==> src/rtl/execute_unit.sv <==
// Single-issue execute unit: register file, single-cycle ALU, and a multi-cycle
// restoring unsigned divider sharing one register write port.
module execute_unit #(
    parameter int unsigned XLEN   = 32,
    parameter int unsigned NREG   = 32,
    parameter int unsigned DIV_EN = 1
) (
    input  logic                    clk,
    input  logic                    rst_n,
    input  logic                    op_valid_i,
    output logic                    op_ready_o,
    input  logic [3:0]              opcode_i,
    input  logic [$clog2(NREG)-1:0] reg1_sel_i,
    input  logic [$clog2(NREG)-1:0] reg2_sel_i,
    input  logic [$clog2(NREG)-1:0] destination_i,
    input  logic [4:0]              imm5_i,
    input  logic                    use_imm_i,
    input  logic [$clog2(NREG)-1:0] dbg_sel_i,
    output logic [XLEN-1:0]         dbg_data_o,
    output logic [4:0]              psw_o,
    output logic                    done_o
);
    localparam int unsigned RW    = $clog2(NREG);
    localparam int unsigned SW    = $clog2(XLEN);
    localparam int unsigned CW    = $clog2(XLEN + 1);
    localparam int unsigned F_SAT = 4;
    localparam int unsigned F_CY  = 3;
    localparam int unsigned F_OV  = 2;
    localparam int unsigned F_S   = 1;
    localparam int unsigned F_Z   = 0;
    localparam logic [XLEN-1:0] SAT_MAX = {1'b0, {(XLEN-1){1'b1}}};
    localparam logic [XLEN-1:0] SAT_MIN = {1'b1, {(XLEN-1){1'b0}}};

    typedef enum logic [1:0] {S_IDLE, S_DIV, S_WB} state_e;

    state_e            state_q, state_d;
    logic              ready_q, ready_d;
    logic              done_q, done_d;
    logic [4:0]        psw_q, psw_d;
    logic [XLEN-1:0]   gr_q [NREG];
    logic              gr_we;
    logic [RW-1:0]     gr_waddr;
    logic [XLEN-1:0]   gr_wdata;
    logic [XLEN-1:0]   quo_q, quo_d, rem_q, rem_d, dvs_q, dvs_d;
    logic [CW-1:0]     cnt_q, cnt_d;
    logic [RW-1:0]     dest_q, dest_d;
    logic              dz_q, dz_d;

    logic [XLEN-1:0]   op_a, op_b, res;
    logic [XLEN:0]     sum_w, diff_w, shl_w, rem_sh, trial;
    logic              add_ov, sub_ov, accept;
    logic              wr, flg, cy_upd, cy_new, ov_new, sat_set;

    assign op_a = use_imm_i ? {{(XLEN-5){imm5_i[4]}}, imm5_i}
                            : ((reg1_sel_i == '0) ? '0 : gr_q[reg1_sel_i]);
    assign op_b = (reg2_sel_i == '0) ? '0 : gr_q[reg2_sel_i];

    assign sum_w  = {1'b0, op_b} + {1'b0, op_a};
    assign diff_w = {1'b0, op_b} - {1'b0, op_a};
    assign shl_w  = {1'b0, op_b} << op_a[SW-1:0];
    assign add_ov = (op_a[XLEN-1] == op_b[XLEN-1]) & (sum_w[XLEN-1] != op_a[XLEN-1]);
    assign sub_ov = (op_a[XLEN-1] != op_b[XLEN-1]) & (diff_w[XLEN-1] != op_b[XLEN-1]);

    // One restoring-division step: shift in the next dividend bit, trial-subtract.
    assign rem_sh = {rem_q, quo_q[XLEN-1]};
    assign trial  = rem_sh - {1'b0, dvs_q};

    assign accept     = op_valid_i & ready_q;
    assign op_ready_o = ready_q;
    assign done_o     = done_q;
    assign psw_o      = psw_q;
    assign dbg_data_o = (dbg_sel_i == '0) ? '0 : gr_q[dbg_sel_i];

    always_comb begin
        state_d  = state_q;
        done_d   = 1'b0;
        psw_d    = psw_q;
        gr_we    = 1'b0;
        gr_waddr = destination_i;
        gr_wdata = '0;
        quo_d    = quo_q;
        rem_d    = rem_q;
        dvs_d    = dvs_q;
        cnt_d    = cnt_q;
        dest_d   = dest_q;
        dz_d     = dz_q;
        res      = '0;
        wr       = 1'b0;
        flg      = 1'b0;
        cy_upd   = 1'b0;
        cy_new   = 1'b0;
        ov_new   = 1'b0;
        sat_set  = 1'b0;

        case (state_q)
            S_IDLE: begin
                if (accept) begin
                    done_d = 1'b1;
                    case (opcode_i)
                        4'd0: begin res = sum_w[XLEN-1:0];  wr = 1'b1; flg = 1'b1;
                                    cy_upd = 1'b1; cy_new = sum_w[XLEN];  ov_new = add_ov; end
                        4'd1: begin res = diff_w[XLEN-1:0]; wr = 1'b1; flg = 1'b1;
                                    cy_upd = 1'b1; cy_new = diff_w[XLEN]; ov_new = sub_ov; end
                        4'd2: begin res = diff_w[XLEN-1:0]; flg = 1'b1;
                                    cy_upd = 1'b1; cy_new = diff_w[XLEN]; ov_new = sub_ov; end
                        4'd3: begin res = op_b & op_a; wr = 1'b1; flg = 1'b1; end
                        4'd4: begin res = op_b | op_a; wr = 1'b1; flg = 1'b1; end
                        4'd5: begin res = op_b ^ op_a; wr = 1'b1; flg = 1'b1; end
                        4'd6: begin res = op_a;        wr = 1'b1; flg = 1'b1; end
                        4'd7: begin
                            res     = add_ov ? (op_a[XLEN-1] ? SAT_MIN : SAT_MAX) : sum_w[XLEN-1:0];
                            wr      = 1'b1; flg = 1'b1;
                            cy_upd  = 1'b1; cy_new = sum_w[XLEN]; ov_new = add_ov;
                            sat_set = add_ov;
                        end
                        4'd8: begin
                            if (DIV_EN != 0) begin
                                done_d  = 1'b0;
                                dvs_d   = op_a;
                                quo_d   = op_b;
                                rem_d   = '0;
                                cnt_d   = '0;
                                dest_d  = destination_i;
                                dz_d    = (op_a == '0);
                                state_d = (op_a == '0) ? S_WB : S_DIV;
                            end
                        end
                        4'd9: begin res = shl_w[XLEN-1:0]; wr = 1'b1; flg = 1'b1;
                                    cy_upd = 1'b1; cy_new = shl_w[XLEN]; end
                        default: ;
                    endcase
                    if (flg) begin
                        psw_d[F_S]  = res[XLEN-1];
                        psw_d[F_Z]  = (res == '0);
                        psw_d[F_OV] = ov_new;
                    end
                    if (cy_upd)  psw_d[F_CY]  = cy_new;
                    if (sat_set) psw_d[F_SAT] = 1'b1;
                    gr_we    = wr & (destination_i != '0);
                    gr_wdata = res;
                end
            end
            S_DIV: begin
                if (!trial[XLEN]) begin
                    rem_d = trial[XLEN-1:0];
                    quo_d = {quo_q[XLEN-2:0], 1'b1};
                end else begin
                    rem_d = rem_sh[XLEN-1:0];
                    quo_d = {quo_q[XLEN-2:0], 1'b0};
                end
                cnt_d = cnt_q + CW'(1);
                if (cnt_q == CW'(XLEN - 1)) state_d = S_WB;
            end
            S_WB: begin
                state_d = S_IDLE;
                done_d  = 1'b1;
                if (dz_q) begin
                    psw_d[F_OV] = 1'b1;
                end else begin
                    gr_we       = (dest_q != '0);
                    gr_waddr    = dest_q;
                    gr_wdata    = quo_q;
                    psw_d[F_OV] = 1'b0;
                    psw_d[F_S]  = quo_q[XLEN-1];
                    psw_d[F_Z]  = (quo_q == '0);
                end
            end
            default: state_d = S_IDLE;
        endcase
    end

    assign ready_d = (state_d == S_IDLE);

    // Reset also aborts any division in flight: state returns to IDLE with no write-back.
    always_ff @(posedge clk or negedge rst_n) begin
        if (!rst_n) begin
            state_q <= S_IDLE;
            ready_q <= 1'b0;
            done_q  <= 1'b0;
            psw_q   <= '0;
            quo_q   <= '0;
            rem_q   <= '0;
            dvs_q   <= '0;
            cnt_q   <= '0;
            dest_q  <= '0;
            dz_q    <= 1'b0;
            for (int unsigned i = 0; i < NREG; i++) gr_q[i] <= '0;
        end else begin
            state_q <= state_d;
            ready_q <= ready_d;
            done_q  <= done_d;
            psw_q   <= psw_d;
            quo_q   <= quo_d;
            rem_q   <= rem_d;
            dvs_q   <= dvs_d;
            cnt_q   <= cnt_d;
            dest_q  <= dest_d;
            dz_q    <= dz_d;
            if (gr_we) gr_q[gr_waddr] <= gr_wdata;
        end
    end

endmodule

==> config.mk <==
export PLATFORM = sky130hd
export DESIGN_NAME = execute_unit
export DESIGN_NICKNAME = d
export VERILOG_FILES = /design/src/rtl/execute_unit.sv
export SDC_FILE = /design/constraint.sdc
export NUM_CORES = 2
export LEC_CHECK = 0
export CAP_MARGIN = 0
export CORE_ASPECT_RATIO = 2
export CORE_MARGIN = 1.5
export CORE_UTILIZATION = 55
export DETAILED_ROUTE_END_ITERATION = 10
export PLACE_DENSITY_LB_ADDON = 0.08
export SLEW_MARGIN = 0
export SYNTH_ARGS = -nofsm -noshare
export SYNTH_HDL_FRONTEND = slang
export SYNTH_SLANG_ARGS = --single-unit
==> constraint.sdc <==
create_clock -name clk -period 7.2 [get_ports clk]
set_input_delay 1.8 -clock clk [delete_from_list [all_inputs] [get_ports clk]]
set_output_delay 1.8 -clock clk [all_outputs]
set_load 0.1 [all_outputs]
==> metrics <==
most common cell after layout, fill and taps aside dfrtp_1; first-pass GRT wire length 507000 um; FMAX 0.134 GHz; Crit Path Class primary input to flop; endpoints failing setup 103; Vias per Instance 7.29; design area 91600 um^2; root buffer cell clkbuf_16; HP Class flop to flop; ys async rst share 100%; syn_nets 7251; sw frac 34.0%; Seq pwr share 38.3%; TritonCTS buffer count 103; crit path buf inv count 12; Critical-path top delay cell a21oi_1; crit path max fanout 18; RSZ-0062 raised after global routing yes; initial antenna violation count 42; Switch Pwr 0.00642 W; initial drt markers 8050; Slew Limit Fails 6; Unique masters post-synth 96; Final period util 103%; Die X 264 um; Clock Power Share 33.1%; Pwr Total 0.0189 W; post-DR wirelength/cell 37.3 um; Register Area 28600 um^2; grt ovf 0; routed vias 69962; Mapped Avg Cell Area 10.6 um^2; Fillers 10507; Final min period 7440 ps; CP max stage delay 1410 ps; clk_lat worst skew 760 ps; port buffer count 71; internal power 0.0125 W; post-placement setup slack -1890 ps; number of hold buffers added after cts 0; static leakage 39.6 nW; initial core utilization 55.4%; Yosys reg bits 1141; number of global-route vias before repair 70214; cell mode on critical path buf_4; Worst Skew 55.5 ps; DRC Markers 0; Hold Path Origin gr_q[1018]; Worst Setup End Kind flop; # IOs 72; Slew headroom -26.3%; Clock H-tree levels 3; violated checks max-capacitance violations, max-slew violations, negative setup slack; Area growth syn-to-layout 22.0%; Syn Inst Count 7084; final net count 7910; Top Family by Delay on Critical Path buffers and inverters; leading cell types in the layout, fill and taps excluded dfrtp_1, nand2_1, buf_4; Worst-Margin Slew 1890 ps; status finished, violations left; final WL 358000 um; Synth Cell Area 75100 um^2; number of synthesized flops with an enable pin 0; TritonCTS clock tree done; Routed Antenna Nets 0; DRT Pass-1 Iters 7; Critical Path Start reg2_sel_i[0]; placed cell areas 85600 um^2; clk sink count 1141; Detail Placement HPWL 248000 um; worst reg2reg setup slack 970 ps; Cell Rows 191; die area 139000 um^2; Comb pwr share 28.6%; largest net degree at the start of global routing 177; synth warn 0; die height 526 um; total track usage 52.0%; Max VDD drop 309 uV; Worst R2R Start gr_q[577]; setup slack after layout -239 ps; Startpoint Class primary input; Max-Cap Viols 2; CTS Buffer Depth 3; final-report hold violation count 0; share of post-route cells with drive strength above 1 32.0%; Critical Path RT 7860 ps; area of the multi-input gates 44700 um^2; P per Cell Area 206 nW/um^2; critical path arrival 8100 ps; sequential element share of the synthesized area 38.0%; clock slew at reported path FFs 70 ps; Final GP Congestion 1.15; core area 136000 um^2; Synth Flop Type dfrtp_1
==> final timing paths <==
check,cells after the start,end
setup reg to reg,26,psw_o[0]
max in group asynchronous,2,gr_q[745]
hold reg to reg,0,gr_q[1018]
setup / recovery,25,gr_q[824]
hold / removal,0,gr_q[1018]
min in group asynchronous,1,cnt_q[2]
==> metal layers <==
metal  routed length [um]  part of all wire (%)  GRT usage (%)
met1               103000                    29           52.8
met2               164000                    46           80.1
met3                41900                    12           19.0
met4                48400                    14           53.7
met5                  189                 0.053          0.597
==> cells in the mapped netlist (all sizes together), types with 12 or more instances <==
cell type / n / area, um^2
nand2: 1111 / 4170
o22ai: 59 / 369
nor3b: 17 / 128
nand4: 20 / 125
mux2i: 230 / 2300
xnor2: 30 / 263
a31oi: 28 / 175
mux2: 32 / 360
buf: 181 / 1030
a21oi: 304 / 1530
a22oi: 145 / 1090
nor3: 71 / 355
o211ai: 26 / 195
and2: 21 / 131
o21a: 12 / 90.1
inv: 139 / 522
o21ai: 1057 / 5290
o31ai: 20 / 160
clkbuf: 512 / 1970
ha: 131 / 1640
xor2: 29 / 254
nand3: 63 / 315
a211oi: 39 / 293
a22o: 20 / 175
or2: 15 / 93.8
nand2b: 27 / 169
nor2: 408 / 1540
dfrtp: 1141 / 28600
mux4: 827 / 18800
a21o: 34 / 257
nor4: 40 / 250
and3: 12 / 75.1
a221oi: 32 / 287
nor2b: 46 / 288
o221ai: 25 / 225
==> flip-flops by register name, indices dropped and copies added (netlist names) <==
signal and flops:
cnt_q 6, dest_q 5, done_o 1, dvs_q 32, dz_q 1, gr_q 1024
op_ready_o 1, psw_o 5, quo_q 32, rem_q 32, state_q 2
==> power groups by stage <==
stage	combinational [W]	clock [W]	sequential, W
final	0.00540	0.00625	0.00723
after floorplan	0.00274	0	0.00714
after global routing	0.00562	0.00647	0.00723
after CTS	0.00501	0.00624	0.00719
after global placement	0.00484	0	0.00727
after detailed placement	0.00491	0	0.00729
==> worst register-to-register path: stages, from the launching register on <==
cell and delay, ps:
dfrtp_1 410, mux4_1 560, a22o_1 290, nor3_4 250, o41ai_4 120, buf_6 180, buf_4 140, buf_4 140
ha_1 190, a21o_1 180, o211ai_1 250, buf_4 170, a211o_4 160, a2bb2oi_4 360, buf_4 250, nand2_1 170
a21oi_1 210, o31ai_1 130, a21oi_2 240, buf_4 150, o211ai_1 190, nor4_2 240, buf_4 230, nand4_1 100
buf_4 160, or4_4 470, o31ai_2 200
==> final cells by class <==
type,count,area share [%]
sequential,1141,31.2
antenna,31,0.0847
tap,1737,2.37
inverter,140,0.580
clock buffer,145,3.25
multi-input combinational,5111,48.8
timing repair buffer,1246,12.9
clock inverter,42,0.789
==> stage by stage <==
| step | util (%) | instances | setup TNS [ps] | hold slack (ps) |
|---|---|---|---|---|
| after CTS | 66.3 | 9498 | -53.4 | 400 |
| final | 67.6 | 9593 | -7070 | 407 |
| after floorplan | - | 7084 | -11340 | 441 |
| after detailed placement | 63.1 | 9293 | -653960 | 385 |
| after global routing | 67.6 | 9570 | -12020 | 415 |
| after global placement | 63.1 | 9293 | -640800 | 378 |
==> kinds of logic after synthesis <==
logic type,after synthesis,synth area share [%]
xor+xnor,59,0.688
simple gates,1906,10.8
fa+ha+maj,134,2.26
flops,1141,38.0
mux,1089,28.5
compound gates,1921,15.0
buf+inv,834,4.72
==> timing repair <==
| item | in CTS | in global routing |
|---|---|---|
| pin swaps | 18 | 48 |
| gates resized for setup | 77 | 155 |
| hold endpoints to repair | 0 | 0 |
| gates cloned | 5 | 16 |
| buffers inserted | 13 | 48 |
| endpoints found under the setup margin | 353 | 519 |
No activity file was read; power rests on OpenSTA's default activity.
